$ cat src/rtl/i2c_arbiter.sv
// Round-robin arbiter sharing one i2c_controller command port between NUM_REQ requesters.
// Optional watchdog (forced STOP + timeout_irq) is built only when I2C_ARB_TIMEOUT_EN is defined.
module i2c_arbiter #(
  parameter int NUM_REQ        = 2,
  parameter int TIMEOUT_CYCLES = 1_000_000
) (
  input  logic                       clk,
  input  logic                       rst,
  input  logic [NUM_REQ-1:0]         req_valid,
  input  logic [2*NUM_REQ-1:0]       req_cmd,
  input  logic [8*NUM_REQ-1:0]       req_wdata,
  input  logic [NUM_REQ-1:0]         req_wack,
  output logic [NUM_REQ-1:0]         req_accept,
  output logic [NUM_REQ-1:0]         req_done,
  output logic [NUM_REQ-1:0]         req_err,
  output logic [7:0]                 req_rdata,
  output logic [$clog2(NUM_REQ)-1:0] owner,
  output logic                       bus_held,
  output logic                       timeout_irq,
  output logic [1:0]                 ctrl_cmd,
  output logic [7:0]                 ctrl_wdata,
  output logic                       ctrl_wack,
  output logic                       ctrl_start,
  input  logic                       ctrl_ready,
  input  logic [7:0]                 ctrl_rdata
);
  localparam int OW = $clog2(NUM_REQ);
  localparam logic [1:0] CMD_START = 2'd0;
  localparam logic [1:0] CMD_READ  = 2'd2;
  localparam logic [1:0] CMD_STOP  = 2'd3;

  typedef enum logic [1:0] {ST_FREE, ST_ISSUE, ST_WAIT, ST_HELD} state_t;

  state_t             state_reg, state_next;
  logic [OW-1:0]      rr_ptr_reg, rr_ptr_next;
  logic [OW-1:0]      owner_reg, owner_next;
  logic [1:0]         cmd_reg, cmd_next;
  logic [7:0]         wdata_reg, wdata_next;
  logic               wack_reg, wack_next;
  logic [7:0]         rdata_reg, rdata_next;
  logic [NUM_REQ-1:0] done_reg, done_next;
  logic [NUM_REQ-1:0] err_reg, err_next;
  logic               win_found;
  logic [OW-1:0]      win_idx;
  logic               forced;
  logic               wd_expired;
  logic [1:0]         cmd_arr   [NUM_REQ];
  logic [7:0]         wdata_arr [NUM_REQ];

  genvar gi;
  generate
    for (gi = 0; gi < NUM_REQ; gi++) begin : g_unpack
      assign cmd_arr[gi]   = req_cmd[2*gi +: 2];
      assign wdata_arr[gi] = req_wdata[8*gi +: 8];
    end
  endgenerate

  function automatic logic [OW-1:0] next_idx(input logic [OW-1:0] i);
    return (i == OW'(NUM_REQ - 1)) ? '0 : i + OW'(1);
  endfunction

  // First valid requester at or after rr_ptr, wrapping.
  always_comb begin
    int cand;
    cand      = 0;
    win_found = 1'b0;
    win_idx   = '0;
    for (int k = 0; k < NUM_REQ; k++) begin
      cand = int'(rr_ptr_reg) + k;
      if (cand >= NUM_REQ) cand = cand - NUM_REQ;
      if (!win_found && req_valid[cand]) begin
        win_found = 1'b1;
        win_idx   = OW'(cand);
      end
    end
  end

  always_ff @(posedge clk) begin
    if (rst) begin
      state_reg  <= ST_FREE;
      rr_ptr_reg <= '0;
      owner_reg  <= '0;
      cmd_reg    <= '0;
      wdata_reg  <= '0;
      wack_reg   <= 1'b0;
      rdata_reg  <= '0;
      done_reg   <= '0;
      err_reg    <= '0;
    end else begin
      state_reg  <= state_next;
      rr_ptr_reg <= rr_ptr_next;
      owner_reg  <= owner_next;
      cmd_reg    <= cmd_next;
      wdata_reg  <= wdata_next;
      wack_reg   <= wack_next;
      rdata_reg  <= rdata_next;
      done_reg   <= done_next;
      err_reg    <= err_next;
    end
  end

  always_comb begin
    state_next  = state_reg;
    rr_ptr_next = rr_ptr_reg;
    owner_next  = owner_reg;
    cmd_next    = cmd_reg;
    wdata_next  = wdata_reg;
    wack_next   = wack_reg;
    rdata_next  = rdata_reg;
    done_next   = '0;
    err_next    = '0;
    req_accept  = '0;
    ctrl_start  = 1'b0;
    timeout_irq = 1'b0;
    case (state_reg)
      ST_FREE: begin
        if (win_found) begin
          req_accept[win_idx] = 1'b1;
          if (cmd_arr[win_idx] == CMD_START) begin
            owner_next = win_idx;
            cmd_next   = cmd_arr[win_idx];
            wdata_next = wdata_arr[win_idx];
            wack_next  = req_wack[win_idx];
            state_next = ST_ISSUE;
          end else begin
            // Anything but START on a free bus is bounced without touching the controller.
            done_next[win_idx] = 1'b1;
            err_next[win_idx]  = 1'b1;
            rr_ptr_next        = next_idx(win_idx);
          end
        end
      end
      ST_ISSUE: begin
        ctrl_start  = 1'b1;
        timeout_irq = forced;
        state_next  = ST_WAIT;
      end
      ST_WAIT: begin
        if (ctrl_ready) begin
          if (!forced) done_next[owner_reg] = 1'b1;
          if (cmd_reg == CMD_READ) rdata_next = ctrl_rdata;
          if (cmd_reg == CMD_STOP) begin
            state_next  = ST_FREE;
            rr_ptr_next = next_idx(owner_reg);
          end else begin
            state_next = ST_HELD;
          end
        end
      end
      ST_HELD: begin
        if (req_valid[owner_reg]) begin
          req_accept[owner_reg] = 1'b1;
          cmd_next   = cmd_arr[owner_reg];
          wdata_next = wdata_arr[owner_reg];
          wack_next  = req_wack[owner_reg];
          state_next = ST_ISSUE;
        end else if (wd_expired) begin
          cmd_next   = CMD_STOP;
          state_next = ST_ISSUE;
        end
      end
      default: state_next = ST_FREE;
    endcase
  end

`ifdef I2C_ARB_TIMEOUT_EN
  localparam int WD_W = $clog2(TIMEOUT_CYCLES + 1);
  localparam logic [WD_W-1:0] WD_MAX  = WD_W'(TIMEOUT_CYCLES);
  localparam logic [WD_W-1:0] WD_LAST = WD_W'(TIMEOUT_CYCLES - 1);

  logic [WD_W-1:0] wd_cnt_reg;
  logic            forced_reg;

  always_ff @(posedge clk) begin
    if (rst) begin
      wd_cnt_reg <= '0;
      forced_reg <= 1'b0;
    end else begin
      if (state_reg != ST_HELD || req_valid[owner_reg]) wd_cnt_reg <= '0;
      else if (wd_cnt_reg != WD_MAX) wd_cnt_reg <= wd_cnt_reg + WD_W'(1);
      if (wd_expired) forced_reg <= 1'b1;
      else if (state_reg == ST_WAIT && ctrl_ready) forced_reg <= 1'b0;
    end
  end

  // The counter holds the idle cycles already seen, so this cycle is the TIMEOUT_CYCLES-th.
  assign wd_expired = (state_reg == ST_HELD) && !req_valid[owner_reg] && (wd_cnt_reg == WD_LAST);
  assign forced     = forced_reg;
`else
  assign wd_expired = 1'b0;
  assign forced     = 1'b0;
`endif

  assign req_done   = done_reg;
  assign req_err    = err_reg;
  assign req_rdata  = rdata_reg;
  assign owner      = owner_reg;
  assign bus_held   = (state_reg != ST_FREE);
  assign ctrl_cmd   = cmd_reg;
  assign ctrl_wdata = wdata_reg;
  assign ctrl_wack  = wack_reg;
endmodule

$ cat config.mk
export PLATFORM = sky130hd
export DESIGN_NAME = i2c_arbiter
export DESIGN_NICKNAME = d
export VERILOG_FILES = /design/src/rtl/i2c_arbiter.sv
export SDC_FILE = /design/constraint.sdc
export NUM_CORES = 1
export LEC_CHECK = 0
export CAP_MARGIN = 20
export CORE_ASPECT_RATIO = 1.4
export CORE_UTILIZATION = 44
export DETAILED_ROUTE_END_ITERATION = 6
export MAX_ROUTING_LAYER = met4
export PLACE_DENSITY = 0.85
export SETUP_SLACK_MARGIN = 0.05
export SKIP_LAST_GASP = 1
export SYNTH_ARGS = -nofsm -noshare
export SYNTH_HDL_FRONTEND = slang
export SYNTH_SLANG_ARGS = --single-unit
$ cat constraint.sdc
create_clock -name clk -period 2.69 [get_ports clk]
set_clock_uncertainty 0.2 [all_clocks]
set_input_delay 0.538 -clock clk [delete_from_list [all_inputs] [get_ports clk]]
set_output_delay 0.538 -clock clk [all_outputs]
set_load 0.01 [all_outputs]
Yosys cells after proc, flatten, opt, wreduce, memory -nomap -nowiden:

Cells that the tools add are included.

* flip-flop bits (word level): 27
* input port bits: 35
* output and inout port bits: 29
* word-level logic and storage cells: 120

* $add $sub $neg: 5
* magnitude comparators: 10
* equal/unequal tests: 11
* muxes and demuxes: 67
* bitwise gates (word level): 3
* reduce and logical (&&, ||, !) cells: 15

Operators by type and width (number)
* $mux 8: 9
* $lt 32x3->1 const B: 2
* $mux 32: 2
* $mux 2: 19
* $mux 1: 28
* $pmux 8 s2: 1
* $ne 2x2->1 const B: 6
* $pmux 2 s2: 3
* $eq 2x2->1 const B: 4
* $pmux 2 s4: 1
* $reduce_and 4->1: 2
* $ge 2x2->1 const B: 3
* $reduce_and 3->1: 2
* $reduce_bool 2->1: 3
* $reduce_and 5->1: 1
* $logic_not 2->1: 2
* $lt 1x2->1 const B: 2
* $not 1->2: 2
* $pmux 1 s2: 2
* $logic_and 1x1->1: 3
* $sub 1x2->3 const B: 1
* $sub 2x2->3 const B: 1
* $add 1x1->1 const B: 2
* $add 1x1->2 const B: 1
* other kinds (7): 9

Logic depth before layout (Yosys ltp):

* depth in word-level cells: 17
* gate-level depth with buffers: 8

Least setup slack after synthesis:

OpenSTA, ideal clock, no wires.

* kind: reg2out
* from: register state_reg[0]
* to: output req_accept[0]
* arrival time: 1.284 ns
* data required time: 1.952 ns
* setup slack: 0.668 ns
* stages on the path, launching flop included: 7
* cell sequence: dfxtp_1 -> inv_1 -> ha_1 -> inv_1 -> a21oi_1 -> a21oi_1 -> nor3b_1

* word-level cells in the longest chain between the ends: 2

Ends and longest elaborated chain
* from (decl): line 34 `state_t state_reg, state_next;`
* from (signal assigned): line 90 `state_reg <= state_next;`
* $eq 2x2->1 or $logic_not 2->1 (tied branches): line 115 `case (state_reg)`
* $pmux 2 s2 (*): line 115
* to (decl): line 13 `output logic [NUM_REQ-1:0] req_accept,`

Every way passes the cells marked *; elsewhere a longest branch is shown, timed or not.

Final worst setup path:

* from: input req_valid[1]
* to: output req_accept[1]

* word-level cells in the longest chain between the ends: 13

Ends and longest elaborated chain
* from (decl): line 9 `input logic [NUM_REQ-1:0] req_valid,`
* $mux 1 (not written as such) (3 in a row): line 71 `if (!win_found && req_valid[cand]) begin`
* $mux 1: line 71
* $logic_not 1->1: line 71
* $logic_and 1x1->1: line 71
* $mux 1: line 71
* $lt 1x2->1 (not written as such) or $ge 1x1->1 (tied branches): line 118 `req_accept[win_idx] = 1'b1;`
* $logic_and 1x1->1 (not written as such): line 118
* $mux 1 (not written as such): line 118
* $demux 1 s1: line 118
* $mux 2: line 117 `if (win_found) begin`
* $pmux 2 s2 (*): line 115

Every way passes the cells marked *; elsewhere a longest branch is shown, timed or not. The select of a mux whose other input is x is not followed.

==> metrics.txt <==
DR iter-0 viols=27; GR Util met2=0.372; Tcrit/Tclk final=0.931; Synth top cells by count=dfxtp_1, nand2_1, a21oi_1, nor2_1, mux2i_1; max-cap violation count=0; Via density=around 5.2; area fraction of the dominant cell type after synthesis=0.382; Longest Clk Path Bufs=2; global-route wire length before repair=5730 um; power per standard cell area=597 mW/mm^2; clk root buf=clkbuf_8; Top Ports=64; drt pass-1 iters=4; share of cells above drive strength 1=0.145; Critical Path Start Type=input pin; dpl cells=~260; DP Wirelength=approximately 2800 um; drc violations=0; Final Hold Fails=0; GRT overflow=0; syn_nets=200; Synth area leader=dfxtp_1; die width=49.9 um; met3 Resource Use GR=0.0331; drt total wl=3570 um; synth unique cells=41; clk_lat worst skew=0.27 ns; worst ir drop on vdd=between 0.0004 and 0.0005 V; row count=24; Worst Path Max Fanout=5; final setup vio count=0; Hold Crit Start=req_rdata[2]$_SDFFE_PP0P_; largest cells by area after synthesis=dfxtp_1, a211oi_2, mux2i_1, a21oi_1, nand2_1; wire length per cell=13.4 um; Reg-to-Reg End=state_reg[0]$_SDFFE_PP0P_; R2R cell count=8; Max Slew Vio Count=0; post-synthesis cell count=~160; Synth Area per Inst=8.79 um^2; vias after detailed routing=around 1400; Die Ht=roughly 69 um; Post-synth EDFFs=0; Achievable Freq=~400 MHz; Slew headroom=0.660; yosys warns=0; reg-to-reg critical path startpoint=state_reg[0]$_SDFFE_PP0P_; CTS sink cnt=27; Final Critical Period=2.50 ns; RSZ-0062 raised after global routing=false; crit path from=req_valid[1]; post-route ant nets=0; hold-critical path depth=2; largest net degree at the start of global routing=23; TritonCTS clock tree=done; Critical Path Sink Type=output pin; status=finished clean; I/O Buffers=62; total die area=0.00345 mm^2; initial core utilization=0.458; arrival time at the worst endpoint=1.77 ns; ANT cells=0; Non-Filler Instances=~270; nets=267; critical path class=input pin to output pin; grt met1 use=0.243; post-route design area=0.00216 mm^2; Area after DPL=0.00211 mm^2; Slew @ Worst Pin=0.507 ns; Seq/Total Area, Yosys=0.382; global routing's busiest layer=met2; CTS clk-pin slew, worst paths=0.09 ns; H-tree lvl count=1; vias in the first global route=about 1300; most frequent cell after synthesis=dfxtp_1; reg2reg setup slack=roughly 0.67 ns; area grow syn2layout=52.9%; register bit total from synthesis=27; RePlAce Congestion=approximately 0.83; initial antenna violation count=0; Synth async-reset ratio=0; Leak=0.000793 uW; dominant synthesized flop cell=dfxtp_1; Core Box Area=0.00309 mm^2; Mapped Area=0.00142 mm^2; gr usage total=0.221; Design Power=1290 uW; hold path endpoint=req_rdata[2]$_SDFFE_PP0P_; Hold Path Class=flip-flop to flip-flop; Critical Path RT=1.95 ns; total CTS buffers=3
-- cells by family (layout without fill, tap and decap cells) --
logic type               count (synthesis)  in the layout  share of synthesized area
multiplexers                            11             11                     0.0778
adder cells (fa/ha/maj)                  4              4                     0.0354
flip-flops                              27             27                      0.382
other                                    1              1                    0.00265
buffers and inverters                   14             80                     0.0522
AO/OA/AOI/OAI                           42             42                      0.223
AND/OR/NAND/NOR                         62             62                      0.227
-- layout by cell type, fill, tap and decap left out, drive strengths merged, types with 5 or more instances in the layout --
| master | Yosys | routed |
|---|---|---|
| a211oi | 12 | 12 |
| a21oi | 18 | 18 |
| buf | 6 | 10 |
| clkdlybuf4s50 | 0 | 60 |
| dfxtp | 27 | 27 |
| mux2i | 11 | 11 |
| nand2 | 22 | 22 |
| nand2b | 5 | 5 |
| nand3 | 5 | 5 |
| nor2 | 17 | 17 |
| o21ai | 5 | 5 |
-- layout make-up --
class                   instances  area, um^2
multi-input cells             120         805
repair buffers                 72         709
well taps                      39        48.8
inverters                       4        15.0
clock buffers                   4        45.0
flip-flops and latches         27         541
fillers                       250         930
-- per-layer routing --
metal	wire, um	part of all wire	up-vias
met5	0	0	-
met2	1840	0.51	40
met1	1500	0.42	651
li1	-	-	693
met4	103	0.029	0
met3	131	0.037	8
-- metrics by stage --
| step | hold slack, ns | worst slack [ns] | TNS [ns] | util |
|---|---|---|---|---|
| finish | 0.259 | 0.185 | 0 | 0.699 |
| floorplan | 0.279 | 0.668 | 0 | - |
| detailed placement | 0.246 | -0.0454 | -0.0851 | 0.683 |
| CTS | 0.258 | -0.0537 | -0.0537 | 0.699 |
| global placement | 0.242 | -0.0504 | -0.0504 | 0.683 |
| global route | 0.280 | 0.113 | 0 | 0.699 |
-- power breakdown --
group	internal (uW)	switching [uW]
Clock	106	124
Sequential	457	38.5
Combinational	304	261
-- worst max path at each step --
stage               slack (ns)             to  cells past startpoint
finish                    0.19  req_accept[1]                      5
detailed placement       -0.05  req_accept[0]                      5
CTS                      -0.05  req_accept[0]                      5
floorplan                 0.67  req_accept[0]                      6
global placement         -0.05  req_accept[0]                      5
global route              0.11  req_accept[1]                      5
-- worst max-delay path, cell delays in order --
cell and delay, ns:
clkdlybuf4s50_1 0.56, and2_1 0.18, nand2_1 0.06, a21oi_1 0.14, dlygate4sd2_1 0.29
-- repair_timing --
action,in CTS,in global routing
resized for setup,2,1
setup buffers,0,0
endpoints found under the setup margin,2,1
pin swaps,0,0
hold buffers,0,0
Note: power is estimated with default switching activity, not from simulation.
